--- src/rtl/dxi_filter_arbiter_pkg.sv ---
`default_nettype none
// ============================================================================
//  Module   : dxi_pkg
//  Purpose  : Shared widths, filter-select encoding, issue-FSM states and the
//             3x3 kernel table used by the filter arbiter and its reference
//             model.
//  Revision : 1.0 - initial release
// ============================================================================
package dxi_pkg;

    localparam int DXI_WIN_W = 72;   // nine 8-bit pixels, pixel i at [i*8 +: 8]
    localparam int DXI_PIX_W = 8;
    localparam int DXI_CFG_W = 2;

    typedef enum logic [1:0] {
        CFG_LAP1  = 2'd0,
        CFG_LAP2  = 2'd1,
        CFG_GAUSS = 2'd2,
        CFG_AVG   = 2'd3
    } dxi_cfg_e;

    // Issue register occupancy
    typedef enum logic [0:0] {
        ST_EMPTY = 1'b0,
        ST_FULL  = 1'b1
    } dxi_issue_st_e;

    // Kernel coefficients indexed by filter select, then pixel position
    localparam int c_kernel_coef [4][9] = '{
        '{ 0, -1,  0, -1,  4, -1,  0, -1,  0},
        '{-1, -1, -1, -1,  8, -1, -1, -1, -1},
        '{ 1,  2,  1,  2,  4,  2,  1,  2,  1},
        '{ 1,  1,  1,  1,  1,  1,  1,  1,  1}
    };

    // Divisor applied to the weighted sum before clamping to 0..255
    localparam int c_kernel_norm [4] = '{1, 1, 16, 9};

endpackage
`default_nettype wire

--- src/rtl/dxi_filter_arbiter_if.sv ---
`default_nettype none
// ============================================================================
//  Module   : dxi_filter_arbiter_if
//  Purpose  : Requester, response and filter-side handshake bundle of the
//             filter arbiter. slave = arbiter view, master = surroundings.
//  Revision : 1.0 - initial release
// ============================================================================
interface dxi_filter_arbiter_if #(
    parameter int N_REQ = 4
);
    import dxi_pkg::*;

    // requester side
    logic [N_REQ-1:0]           i_req_valid;
    logic [N_REQ*DXI_WIN_W-1:0] i_req_data;
    logic [N_REQ*DXI_CFG_W-1:0] i_req_cfg;
    logic [N_REQ-1:0]           o_req_ready;
    logic [N_REQ-1:0]           o_rsp_valid;
    logic [DXI_PIX_W-1:0]       o_rsp_data;
    logic [N_REQ-1:0]           i_rsp_ready;

    // filter side
    logic                       o_flt_valid;
    logic [DXI_WIN_W-1:0]       o_flt_data;
    logic [DXI_CFG_W-1:0]       o_flt_cfg;
    logic                       i_flt_ready;
    logic                       i_flt_out_valid;
    logic [DXI_PIX_W-1:0]       i_flt_out_data;
    logic                       o_flt_out_ready;

    modport slave (
        input  i_req_valid, i_req_data, i_req_cfg, i_rsp_ready,
               i_flt_ready, i_flt_out_valid, i_flt_out_data,
        output o_req_ready, o_rsp_valid, o_rsp_data,
               o_flt_valid, o_flt_data, o_flt_cfg, o_flt_out_ready
    );

    modport master (
        output i_req_valid, i_req_data, i_req_cfg, i_rsp_ready,
               i_flt_ready, i_flt_out_valid, i_flt_out_data,
        input  o_req_ready, o_rsp_valid, o_rsp_data,
               o_flt_valid, o_flt_data, o_flt_cfg, o_flt_out_ready
    );

endinterface
`default_nettype wire

--- src/rtl/dxi_filter_arbiter_tag_fifo.sv ---
`default_nettype none
// ============================================================================
//  Module   : dxi_tag_fifo
//  Purpose  : In-order tag FIFO recording which requester owns each window
//             handed to the filter. Push and pop may coincide even when full
//             or empty; a pop of an empty FIFO is ignored.
//  Revision : 1.0 - initial release
// ============================================================================
module dxi_tag_fifo #(
    parameter int WIDTH = 2,
    parameter int DEPTH = 8     // power of 2, at least 2
) (
    input  wire logic                     i_clk,
    input  wire logic                     i_rstn,
    input  wire logic                     i_push,
    input  wire logic [WIDTH-1:0]         i_push_data,
    input  wire logic                     i_pop,
    output logic      [WIDTH-1:0]         o_pop_data,
    output logic                          o_full,
    output logic                          o_empty,
    output logic      [$clog2(DEPTH):0]   o_count
);

    localparam int c_aw = $clog2(DEPTH);

    logic [WIDTH-1:0] r_mem [DEPTH];
    logic [c_aw:0]    r_wr_ptr;
    logic [c_aw:0]    r_rd_ptr;
    logic             w_do_push;
    logic             w_do_pop;

    // Extra pointer bit distinguishes full from empty
    assign o_empty    = (r_wr_ptr == r_rd_ptr);
    assign o_full     = (r_wr_ptr[c_aw] != r_rd_ptr[c_aw]) &&
                        (r_wr_ptr[c_aw-1:0] == r_rd_ptr[c_aw-1:0]);
    assign o_count    = r_wr_ptr - r_rd_ptr;
    assign o_pop_data = r_mem[r_rd_ptr[c_aw-1:0]];

    // A pop frees the head slot, so a full FIFO can accept a push in that cycle
    assign w_do_pop   = i_pop && !o_empty;
    assign w_do_push  = i_push && (!o_full || w_do_pop);

    // Pointer and storage update
    always_ff @(posedge i_clk or negedge i_rstn) begin
        if (!i_rstn) begin
            r_wr_ptr <= '0;
            r_rd_ptr <= '0;
            for (int i = 0; i < DEPTH; i++) begin
                r_mem[i] <= '0;
            end
        end else begin
            if (w_do_push) begin
                r_mem[r_wr_ptr[c_aw-1:0]] <= i_push_data;
                r_wr_ptr                  <= r_wr_ptr + 1'b1;
            end
            if (w_do_pop) begin
                r_rd_ptr <= r_rd_ptr + 1'b1;
            end
        end
    end

endmodule
`default_nettype wire

--- src/rtl/dxi_filter_arbiter.sv ---
`default_nettype none
// ============================================================================
//  Module   : dxi_filter_arbiter
//  Purpose  : Shares one 3x3 filter between N_REQ window requesters. Windows
//             are granted round-robin into a single issue register, the owner
//             ID is queued in order, and each filter result is steered back
//             to the requester that issued it.
//  Revision : 1.0 - initial release
// ============================================================================
module dxi_filter_arbiter #(
    parameter int N_REQ     = 4,
    parameter int TAG_DEPTH = 8
) (
    input  wire logic                        i_clk,
    input  wire logic                        i_rstn,
    dxi_filter_arbiter_if.slave              bus,
    output logic [$clog2(TAG_DEPTH):0]       o_inflight,
    output logic                             o_err_orphan
);
    import dxi_pkg::*;

    localparam int ID_W    = (N_REQ > 1) ? $clog2(N_REQ) : 1;
    localparam int c_cnt_w = $clog2(TAG_DEPTH) + 1;
    localparam logic [c_cnt_w-1:0] c_depth = c_cnt_w'(TAG_DEPTH);

    dxi_issue_st_e          r_state;
    dxi_issue_st_e          w_state_nxt;
    logic [ID_W-1:0]        r_rr_ptr;
    logic [ID_W-1:0]        r_id;
    logic [DXI_WIN_W-1:0]   r_data;
    logic [DXI_CFG_W-1:0]   r_cfg;
    logic                   r_err_orphan;

    logic [ID_W-1:0]        w_id_inc;
    logic [ID_W-1:0]        w_ptr;
    logic [ID_W-1:0]        w_grant_id;
    logic                   w_grant_found;
    logic                   w_load;
    logic                   w_push;
    logic                   w_pop;
    logic [N_REQ-1:0]       w_req_ready;
    logic [N_REQ-1:0]       w_rsp_valid;
    logic [c_cnt_w-1:0]     w_tags_avail;
    logic [c_cnt_w-1:0]     w_fifo_count;
    logic [ID_W-1:0]        w_head;
    logic                   w_fifo_empty;
    logic                   w_fifo_full;
    logic                   w_unused;

    // Outstanding windows: queued tags plus the one waiting in the issue register
    assign o_inflight   = w_fifo_count + c_cnt_w'(r_state == ST_FULL);
    assign w_tags_avail = c_depth - o_inflight;
    assign o_err_orphan = r_err_orphan;

    // Next requester after the one currently held, wrapping at N_REQ
    assign w_id_inc = (r_id == ID_W'(N_REQ - 1)) ? '0 : r_id + 1'b1;
    // While FULL the pointer effectively advances in the same cycle as the push
    assign w_ptr    = (r_state == ST_FULL) ? w_id_inc : r_rr_ptr;

    // Round-robin search: first valid requester at or after w_ptr
    always_comb begin : p_grant
        int v_idx;
        v_idx         = 0;
        w_grant_found = 1'b0;
        w_grant_id    = '0;
        for (int i = N_REQ - 1; i >= 0; i--) begin
            v_idx = int'(w_ptr) + i;
            if (v_idx >= N_REQ) begin
                v_idx = v_idx - N_REQ;
            end
            if (bus.i_req_valid[v_idx]) begin
                w_grant_found = 1'b1;
                w_grant_id    = ID_W'(v_idx);
            end
        end
    end

    // Issue FSM: decide load/push and the single requester accept pulse
    always_comb begin : p_issue_fsm
        w_state_nxt = r_state;
        w_load      = 1'b0;
        w_push      = 1'b0;
        w_req_ready = '0;
        case (r_state)
            ST_EMPTY: begin
                if (w_grant_found && (w_tags_avail != '0)) begin
                    w_load      = 1'b1;
                    w_state_nxt = ST_FULL;
                end
            end
            ST_FULL: begin
                if (bus.i_flt_ready) begin
                    w_push = 1'b1;
                    if (w_grant_found && (w_tags_avail > c_cnt_w'(1))) begin
                        w_load = 1'b1;
                    end else begin
                        w_state_nxt = ST_EMPTY;
                    end
                end
            end
            default: w_state_nxt = ST_EMPTY;
        endcase
        if (w_load) begin
            w_req_ready[w_grant_id] = 1'b1;
        end
    end

    // Issue register, round-robin pointer and sticky orphan flag
    always_ff @(posedge i_clk or negedge i_rstn) begin
        if (!i_rstn) begin
            r_state      <= ST_EMPTY;
            r_rr_ptr     <= '0;
            r_id         <= '0;
            r_data       <= '0;
            r_cfg        <= '0;
            r_err_orphan <= 1'b0;
        end else begin
            r_state <= w_state_nxt;
            if (w_load) begin
                r_data <= bus.i_req_data[int'(w_grant_id)*DXI_WIN_W +: DXI_WIN_W];
                r_cfg  <= bus.i_req_cfg[int'(w_grant_id)*DXI_CFG_W +: DXI_CFG_W];
                r_id   <= w_grant_id;
            end
            if (w_push) begin
                r_rr_ptr <= w_id_inc;
            end
            if (bus.i_flt_out_valid && w_fifo_empty) begin
                r_err_orphan <= 1'b1;
            end
        end
    end

    assign bus.o_req_ready = w_req_ready;
    assign bus.o_flt_valid = (r_state == ST_FULL);
    assign bus.o_flt_data  = r_data;
    assign bus.o_flt_cfg   = r_cfg;

    dxi_tag_fifo #(
        .WIDTH (ID_W),
        .DEPTH (TAG_DEPTH)
    ) u_tag_fifo (
        .i_clk       (i_clk),
        .i_rstn      (i_rstn),
        .i_push      (w_push),
        .i_push_data (r_id),
        .i_pop       (w_pop),
        .o_pop_data  (w_head),
        .o_full      (w_fifo_full),
        .o_empty     (w_fifo_empty),
        .o_count     (w_fifo_count)
    );

    // Occupancy never exceeds TAG_DEPTH by construction, so full is informational
    assign w_unused = w_fifo_full;

    // Return path: steer the result to the head owner; drain orphans
    always_comb begin : p_return
        w_rsp_valid = '0;
        if (bus.i_flt_out_valid && !w_fifo_empty) begin
            w_rsp_valid[w_head] = 1'b1;
        end
    end

    assign bus.o_rsp_valid     = w_rsp_valid;
    assign bus.o_rsp_data      = bus.i_flt_out_data;
    assign bus.o_flt_out_ready = w_fifo_empty ? 1'b1 : bus.i_rsp_ready[w_head];
    assign w_pop               = bus.i_flt_out_valid && bus.o_flt_out_ready && !w_fifo_empty;

endmodule
`default_nettype wire
--- src/flat_wrapper.sv ---
// flat-port wrapper written by rule: the top's interface ports become plain ports
module dxi_filter_arbiter_flat import dxi_pkg::*;
#(
    parameter int N_REQ     = 4,
    parameter int TAG_DEPTH = 8
)
  (i_clk, i_rstn, o_inflight, o_err_orphan, bus_i_req_valid, bus_i_req_data, bus_i_req_cfg, bus_i_rsp_ready, bus_i_flt_ready, bus_i_flt_out_valid, bus_i_flt_out_data, bus_o_req_ready, bus_o_rsp_valid, bus_o_rsp_data, bus_o_flt_valid, bus_o_flt_data, bus_o_flt_cfg, bus_o_flt_out_ready);
  dxi_filter_arbiter_if #(.N_REQ(N_REQ)) bus_i ();
  input  wire logic i_clk;
  input  wire logic i_rstn;
  output logic [$clog2(TAG_DEPTH):0] o_inflight;
  output logic o_err_orphan;
  input wire logic [$bits(bus_i.i_req_valid)-1:0] bus_i_req_valid;
  input wire logic [$bits(bus_i.i_req_data)-1:0] bus_i_req_data;
  input wire logic [$bits(bus_i.i_req_cfg)-1:0] bus_i_req_cfg;
  input wire logic [$bits(bus_i.i_rsp_ready)-1:0] bus_i_rsp_ready;
  input wire logic [$bits(bus_i.i_flt_ready)-1:0] bus_i_flt_ready;
  input wire logic [$bits(bus_i.i_flt_out_valid)-1:0] bus_i_flt_out_valid;
  input wire logic [$bits(bus_i.i_flt_out_data)-1:0] bus_i_flt_out_data;
  output wire logic [$bits(bus_i.o_req_ready)-1:0] bus_o_req_ready;
  output wire logic [$bits(bus_i.o_rsp_valid)-1:0] bus_o_rsp_valid;
  output wire logic [$bits(bus_i.o_rsp_data)-1:0] bus_o_rsp_data;
  output wire logic [$bits(bus_i.o_flt_valid)-1:0] bus_o_flt_valid;
  output wire logic [$bits(bus_i.o_flt_data)-1:0] bus_o_flt_data;
  output wire logic [$bits(bus_i.o_flt_cfg)-1:0] bus_o_flt_cfg;
  output wire logic [$bits(bus_i.o_flt_out_ready)-1:0] bus_o_flt_out_ready;
  assign bus_i.i_req_valid = bus_i_req_valid;
  assign bus_i.i_req_data = bus_i_req_data;
  assign bus_i.i_req_cfg = bus_i_req_cfg;
  assign bus_i.i_rsp_ready = bus_i_rsp_ready;
  assign bus_i.i_flt_ready = bus_i_flt_ready;
  assign bus_i.i_flt_out_valid = bus_i_flt_out_valid;
  assign bus_i.i_flt_out_data = bus_i_flt_out_data;
  assign bus_o_req_ready = bus_i.o_req_ready;
  assign bus_o_rsp_valid = bus_i.o_rsp_valid;
  assign bus_o_rsp_data = bus_i.o_rsp_data;
  assign bus_o_flt_valid = bus_i.o_flt_valid;
  assign bus_o_flt_data = bus_i.o_flt_data;
  assign bus_o_flt_cfg = bus_i.o_flt_cfg;
  assign bus_o_flt_out_ready = bus_i.o_flt_out_ready;
  dxi_filter_arbiter #(.N_REQ(N_REQ), .TAG_DEPTH(TAG_DEPTH)) u_core (.i_clk(i_clk), .i_rstn(i_rstn), .bus(bus_i), .o_inflight(o_inflight), .o_err_orphan(o_err_orphan));
endmodule
--- config.mk ---
export PLATFORM = sky130hd
export DESIGN_NAME = dxi_filter_arbiter_flat
export DESIGN_NICKNAME = d
export VERILOG_FILES = /design/src/rtl/dxi_filter_arbiter_pkg.sv /design/src/rtl/dxi_filter_arbiter_if.sv /design/src/rtl/dxi_filter_arbiter_tag_fifo.sv /design/src/rtl/dxi_filter_arbiter.sv /design/src/flat_wrapper.sv
export SDC_FILE = /design/constraint.sdc
export NUM_CORES = 1
export LEC_CHECK = 0
export ABC_AREA = 1
export CAP_MARGIN = 20
export CORE_AREA = 2 2 161 163
export CTS_BUF_LIST = sky130_fd_sc_hd__clkbuf_4 sky130_fd_sc_hd__clkbuf_8 sky130_fd_sc_hd__clkbuf_16
export CTS_CLUSTER_SIZE = 16
export DETAILED_ROUTE_END_ITERATION = 7
export DIE_AREA = 0 0 163 165
export GPL_ROUTABILITY_DRIVEN = 0
export PLACE_DENSITY = 0.74
export SLEW_MARGIN = 30
export SYNTH_ARGS = -nofsm -noshare
export SYNTH_HDL_FRONTEND = slang
export SYNTH_SLANG_ARGS = --single-unit
--- constraint.sdc ---
create_clock -name i_clk -period 4 [get_ports i_clk]
set_input_delay 0.4 -clock i_clk [delete_from_list [all_inputs] [get_ports i_clk]]
set_output_delay 0.4 -clock i_clk [all_outputs]
set_load 0.1 [all_outputs]
# Word-level counts from Yosys, hierarchy flattened
# Cells that the tools add are included.
[totals]
inputBits = 316
ff_bits = 104
[classes]
n_addsub = 13
reduce_logical = 16
bitwise = 3
n_mux = 49
shift = 2
multipliers = 1
n_lt_le_gt_ge = 16
n_eq_ne = 4
[op_table]
columns = ["cell", "n"]
rows = [
  ["variable part select 288 x 32 -> 72 bit", 1],
  ["less-than comparator 32 x 4 -> 1 bit, second input constant", 4],
  ["two-way mux 32 bit", 4],
  ["greater-or-equal comparator 32 x 4 -> 1 bit, second input constant", 3],
  ["subtractor 32 x 4 -> 32 bit, second input constant", 3],
  ["two-way mux 1 bit", 22],
  ["two-way mux 2 bit", 9],
  ["bitwise mux 16 bit", 1],
  ["logical AND 1 bit", 12],
  ["binary-select mux 1 bit (select 2 bit)", 5],
  ["adder 4 x 1 -> 4 bit, second input constant", 2],
  ["greater-or-equal comparator 4 bit, second input constant", 2],
  ["two-way mux 4 bit", 2],
  ["inverter 3 -> 4 bit", 2],
  ["variable part select 8 x 4 -> 2 bit", 1],
  ["adder 2 x 2 -> 3 bit, second input constant", 2],
  ["binary-select mux 2 bit (select 3 bit)", 1],
  ["demux 2 bit (select 3 bit)", 1],
  ["less-than comparator 2 x 3 -> 1 bit, second input constant", 2],
  ["multiplier 2 x 4 -> 6 bit, second input constant", 1],
  ["adder 4 x 1 -> 4 bit", 1],
  ["demux 1 bit (select 2 bit)", 2],
  ["== test 4 bit", 1],
  ["greater-or-equal comparator 2 x 1 -> 1 bit, second input constant", 2],
  ["other kinds (16)", 18],
]

# Logic depth before layout (Yosys ltp)
# Gate-level depths: netlist of run 1.
[depth]
ltp_word = 18
mapped_depth = 18

# Cells and area by module
# Synthesis of run 1 repeated with hierarchy kept, for this count alone.
[hier_totals]
hier_cells = 1524
hier_area_um2 = 8847.2
[by_module_without_submodules]
columns = ["module", "cells_per_inst", "area_per_inst_um2", "n_inst"]
rows = [
  ["dxi_filter_arbiter", 1331, 7379.6, 1],
  ["dxi_tag_fifo", 193, 1467.7, 1],
]

# Worst setup path before layout of run 1
# Ideal clock, no wire load.
[synth_path]
path_kind = "reg2out"
startpoint = "register u_core.r_state, in the netlist u_core.bus.o_flt_valid"
endpoint = "output port bus_o_req_ready[2]"
path_slack_ns = -2.231
path_stages_with_launch = 15
t_arrival_ns = 5.831
path_buffers = 1
required_ns = 3.600
path_cell_list = "dfrtp_1 -> inv_2 -> ha_1 -> inv_1 -> ha_1 -> fa_1 -> inv_1 -> nand2_1 -> nor2_1 -> nand2_1 -> nand3_1 -> nor2_1 -> nor2_2 -> clkbuf_1 -> nor3_1"
[synth_via]
word_cells_on_any_way = 53
classes_between = "add/sub: 9; order compare: 7; mux: 32; bitwise: 1; reduce/logical: 4"
[synth_rtl]
columns = ["element", "line_no", "rtl"]
rows = [
  ["start: declaration", "dxi_filter_arbiter.sv:26", "dxi_issue_st_e r_state;"],
  ["start signal: assignment", "dxi_filter_arbiter.sv:118", "r_state <= w_state_nxt;"],
  ["adder 4 x 1 -> 4 bit *", "dxi_filter_arbiter.sv:51", "assign o_inflight = w_fifo_count + c_cnt_w'(r_state == ST_FULL);"],
  ["named net o_inflight[1]", "flat_wrapper.sv:11", "output logic [$clog2(TAG_DEPTH):0] o_inflight;"],
  ["subtractor 4 bit *", "dxi_filter_arbiter.sv:52", "assign w_tags_avail = c_depth - o_inflight;"],
  ["greater-than comparator 4 x 1 -> 1 bit", "dxi_filter_arbiter.sv:94", "if (w_grant_found && (w_tags_avail > c_cnt_w'(1))) begin"],
  ["logical AND 1 bit", "dxi_filter_arbiter.sv:94", ""],
  ["two-way mux 1 bit", "dxi_filter_arbiter.sv:94", ""],
  ["two-way mux 1 bit", "dxi_filter_arbiter.sv:92", "if (bus.i_flt_ready) begin"],
  ["one-hot mux 1 bit (2 select lines) *", "dxi_filter_arbiter.sv:84", "case (r_state)"],
  ["two-way mux 4 bit *", "dxi_filter_arbiter.sv:103", "if (w_load) begin"],
  ["end: declaration", "flat_wrapper.sv:20", "output wire logic [$bits(bus_i.o_req_ready)-1:0] bus_o_req_ready;"],
]
# The timed path passes the listed nets; every way through them passes the cells marked *. The select of a mux whose other input is x is not followed.

# Final worst setup path of run 1
[layout_path]
startpoint = "register u_core.u_tag_fifo.r_rd_ptr[0]"
endpoint = "output port bus_o_req_ready[2]"
[layout_via]
elab_chain_cells = 9
word_cells_on_any_way = 12
classes_between = "add/sub: 3; order compare: 1; mux: 5; reduce/logical: 3"
[layout_lines]
columns = ["element", "line_no", "rtl"]
rows = [
  ["start: declaration", "dxi_filter_arbiter_tag_fifo.sv:28", "logic [c_aw:0] r_rd_ptr;"],
  ["start signal: assignment", "dxi_filter_arbiter_tag_fifo.sv:57", "r_rd_ptr <= r_rd_ptr + 1'b1;"],
  ["subtractor 4 bit *", "dxi_filter_arbiter_tag_fifo.sv:36", "assign o_count = r_wr_ptr - r_rd_ptr;"],
  ["adder 4 x 1 -> 4 bit *", "dxi_filter_arbiter.sv:51", ""],
  ["subtractor 4 bit *", "dxi_filter_arbiter.sv:52", ""],
  ["greater-than comparator 4 x 1 -> 1 bit", "dxi_filter_arbiter.sv:94", ""],
  ["logical AND 1 bit", "dxi_filter_arbiter.sv:94", ""],
  ["two-way mux 1 bit", "dxi_filter_arbiter.sv:94", ""],
  ["two-way mux 1 bit", "dxi_filter_arbiter.sv:92", ""],
  ["one-hot mux 1 bit (2 select lines) *", "dxi_filter_arbiter.sv:84", ""],
  ["two-way mux 4 bit *", "dxi_filter_arbiter.sv:103", ""],
]
# Mark *: on every way between the ends. The rest lies on a longest branch, timed or not.

==> impl_metrics.toml, run 1 <==
[clock_network]
cts_setup_buffers = 0
clk_latency_ps = 350
cts.repair.resized = 0
clock-sinks = 104
postCtsHoldBufs = 0
htreeDepth = 3
clk_path_buf_depth = 2
ctsRootBufferMaster = "clkbuf_16"
numCtsBuffers = 9
clkTransAtPathRegs_ps = 80
cts_tree = "built"

[layout]
area_growth_pct = 55.4
drive_gt1_share_pct = 7.92
stdcell_count = 2021
postLayoutCoreUtil_pct = 50.1
antennaDiodeCount = 0
final_common_cell = "nand2_1"
nNetsFinal = 2012
mostFrequentLayoutCells = "nand2_1, clkdlybuf4s50_1, nand3_1"
final_cell_area_um2 = 12500

[global_route]
grt_pass1_vias = 8808
grt_max_degree = 96
grt_remaining_overflow = 0
grt.total_usage_pct = 22.6
grt_first_pass_wirelength_um = 47500
antenna_found_initial = 0

[die]
num_rows = 58
core_area_um2 = 25000
io_pins = 413
start_util_pct = 32.2
fp.dieW_um = 163
die_h_um = 165
dieArea_um2 = 26900

[timing]
rsz0062_at_grt = "no"
worst_pin_slew_ps = 1030
min_period_ps = 3650
slew_viol_final = 0
finalHoldViolCount = 0
finalCritPeriodShare_pct = 91.4
setup_viol = 0
skew_ps = 14.8
max_freq_mhz = 274
tns_ps = 0
relSlewSlack_pct = 31.1

[yosys]
synth_cells = 1346
synth_fp_nets = 1672
yosysSeqAreaShare_pct = 32.3
synth_cell_types = 33
ys_seq_elements = 104
syn_area_um2 = 8070
yosysWarnings = 0
postSynthAreaPerCell_um2 = 5.99
synth_area_leaders = "dfrtp_1, nand2_1, nand3_1"
yosys.area.top_type_share_pct = 32.3
yosysTopAreaCell = "dfrtp_1"

[drt]
routed_wirelength_um = 31300
avgViaCountPerCell = 4.66
num_vias = 9417
wl_per_cell_um = 15.5
drt_pass1_iterations = 5
drt_iter0_drc = 604
detail-route-antenna-nets = 0
drt_drc_violations_left = 0

[critical_path]
critPathRequiredTime_ps = 3600
crit_arrival_ps = 3250
cp_max_fo = 13
critPathKind = "reg2out"
cp_cell_sequence = "ha_4 > inv_2 > ha_4 > fa_2 > xnor2_1 > clkinvlp_4 > nor2_1 > nand2_1 > nand3_2 > nor2_4 > nor2_4 > nor3_4 > buf_12"
end_kind = "output port"
path_depth = 13
crit_slowest_cell = "dfrtp_1"
worstPathBufferInverterCount = 3
worstSetupStartpointType = "flip-flop"
worst-r2r-cell-count = 15
rrSetupSlack_ps = 580
max_stage_delay_ps = 540
cp_top_family = "adder cells"

[hold_path]
hp-class = "in2async"

[place]
place_area_um2 = 12300
hpwl_um = 23900
io_buffers = 396
dp_cells = 2005

[status]
status = "completed"

[run]
cap_violations = 0
[sequential cells by signal, summed over array words and instances, names as in the netlist]
signal                      cells
u_core.bus.o_flt_data          72
u_core.u_tag_fifo.r_mem        16
u_core.u_tag_fifo.r_rd_ptr      4
u_core.u_tag_fifo.r_wr_ptr      4
u_core.bus.o_flt_cfg            2
u_core.r_id                     2
u_core.r_rr_ptr                 2
u_core.bus.o_flt_valid          1
u_core.o_err_orphan             1
[cell families (layout without fill, tap and decap cells)]
| family | after synthesis | count (layout) | synth area share [%] |
|---|---|---|---|
| buf+inv | 254 | 599 | 13.6 |
| flops | 104 | 104 | 32.3 |
| xor+xnor | 5 | 5 | 0.543 |
| fa+ha+maj | 10 | 10 | 1.64 |
| compound gates | 19 | 19 | 1.26 |
| simple gates | 954 | 954 | 50.7 |
[final cells by class]
type / instances / area, µm²
Fill cell: 2547 / 12500
Multi-Input combinational cell: 988 / 4500
Timing Repair Buffer: 411 / 4070
Sequential cell: 104 / 2610
Inverter: 172 / 654
Tap cell: 330 / 413
Clock buffer: 12 / 254
Clock inverter: 4 / 36.3
[routing by layer]
| layer | up-vias | global-route usage [%] | wire length [µm] |
|---|---|---|---|
| met2 | 345 | 38.8 | 15500 |
| met5 | - | 0 | 0 |
| met1 | 4243 | 28.3 | 12900 |
| li1 | 4788 | - | - |
| met4 | 0 | 6.76 | 741 |
| met3 | 41 | 5.25 | 2120 |
[path summary, 6_finish.rpt]
kind,start,end
worst max-delay path,u_core.u_tag_fifo.r_rd_ptr[0],bus_o_req_ready[2]
worst min-delay path,i_rstn,u_core.u_tag_fifo.r_rd_ptr[3]
worst max register to register,u_core.u_tag_fifo.r_rd_ptr[0],u_core.bus.o_flt_data[57]
worst min register to register,u_core.o_err_orphan,u_core.o_err_orphan
max in group asynchronous,i_rstn,u_core.bus.o_flt_data[56]
min in group i_clk,u_core.o_err_orphan,u_core.o_err_orphan
[stage by stage]
step | setup slack, ps | hold WS, ps
final | 345 | 58.2
after global routing | 83.7 | 94.7
after CTS | 319 | 87.7
after detailed placement | 617 | 448
after global placement | 727 | 439
after floorplan | -102 | 104
[synth_stat cells]
master and count:
xnor2_1 2, a21o_1 1, buf_6 1, clkbuf_2 1, or2_2 50, clkbuf_1 12, nor3_1 7, xor2_1 3
fa_1 1, nor2_2 1, nand2_1 451, o21ai_0 11, buf_2 38, nand4_1 19, ha_1 9, o22ai_1 1
o21ai_1 4, clkinv_1 1, or2_1 3, nor2_4 1, nand3_2 1, nand2_4 1, nand2_2 5, a21oi_1 1
buf_4 23, o211ai_1 1, nor2_1 189, nor2b_1 1, inv_1 168, nand3_1 225, dfrtp_1 104, buf_1 7
inv_2 3
[worst reg2reg max path, delay by kind of cell, from the launching register on]
kind | cells | cell delay (ps)
flip-flops | 1 | 540
adder cells (fa/ha/maj) | 3 | 840
buffers and inverters | 2 | 570
AND/OR/NAND/NOR | 9 | 1040
XOR/XNOR | 1 | 320
Power of run 1 is not shown: default switching activity piles up to over one toggle a cycle in this logic, so the estimate is an artifact.
==> inputs of run 2 (changes only) <==
--- a/config.mk
+++ b/config.mk
@@ -6,7 +6,7 @@
 export NUM_CORES = 1
 export LEC_CHECK = 0
 export ABC_AREA = 1
-export CAP_MARGIN = 20
+export CAP_MARGIN = 5
 export CORE_AREA = 2 2 161 163
 export CTS_BUF_LIST = sky130_fd_sc_hd__clkbuf_4 sky130_fd_sc_hd__clkbuf_8 sky130_fd_sc_hd__clkbuf_16
 export CTS_CLUSTER_SIZE = 16
==> results of run 2 <==
Final layout, timing and power as in run 1 (identical DEF).
Power of run 2 is left out for the same reason.
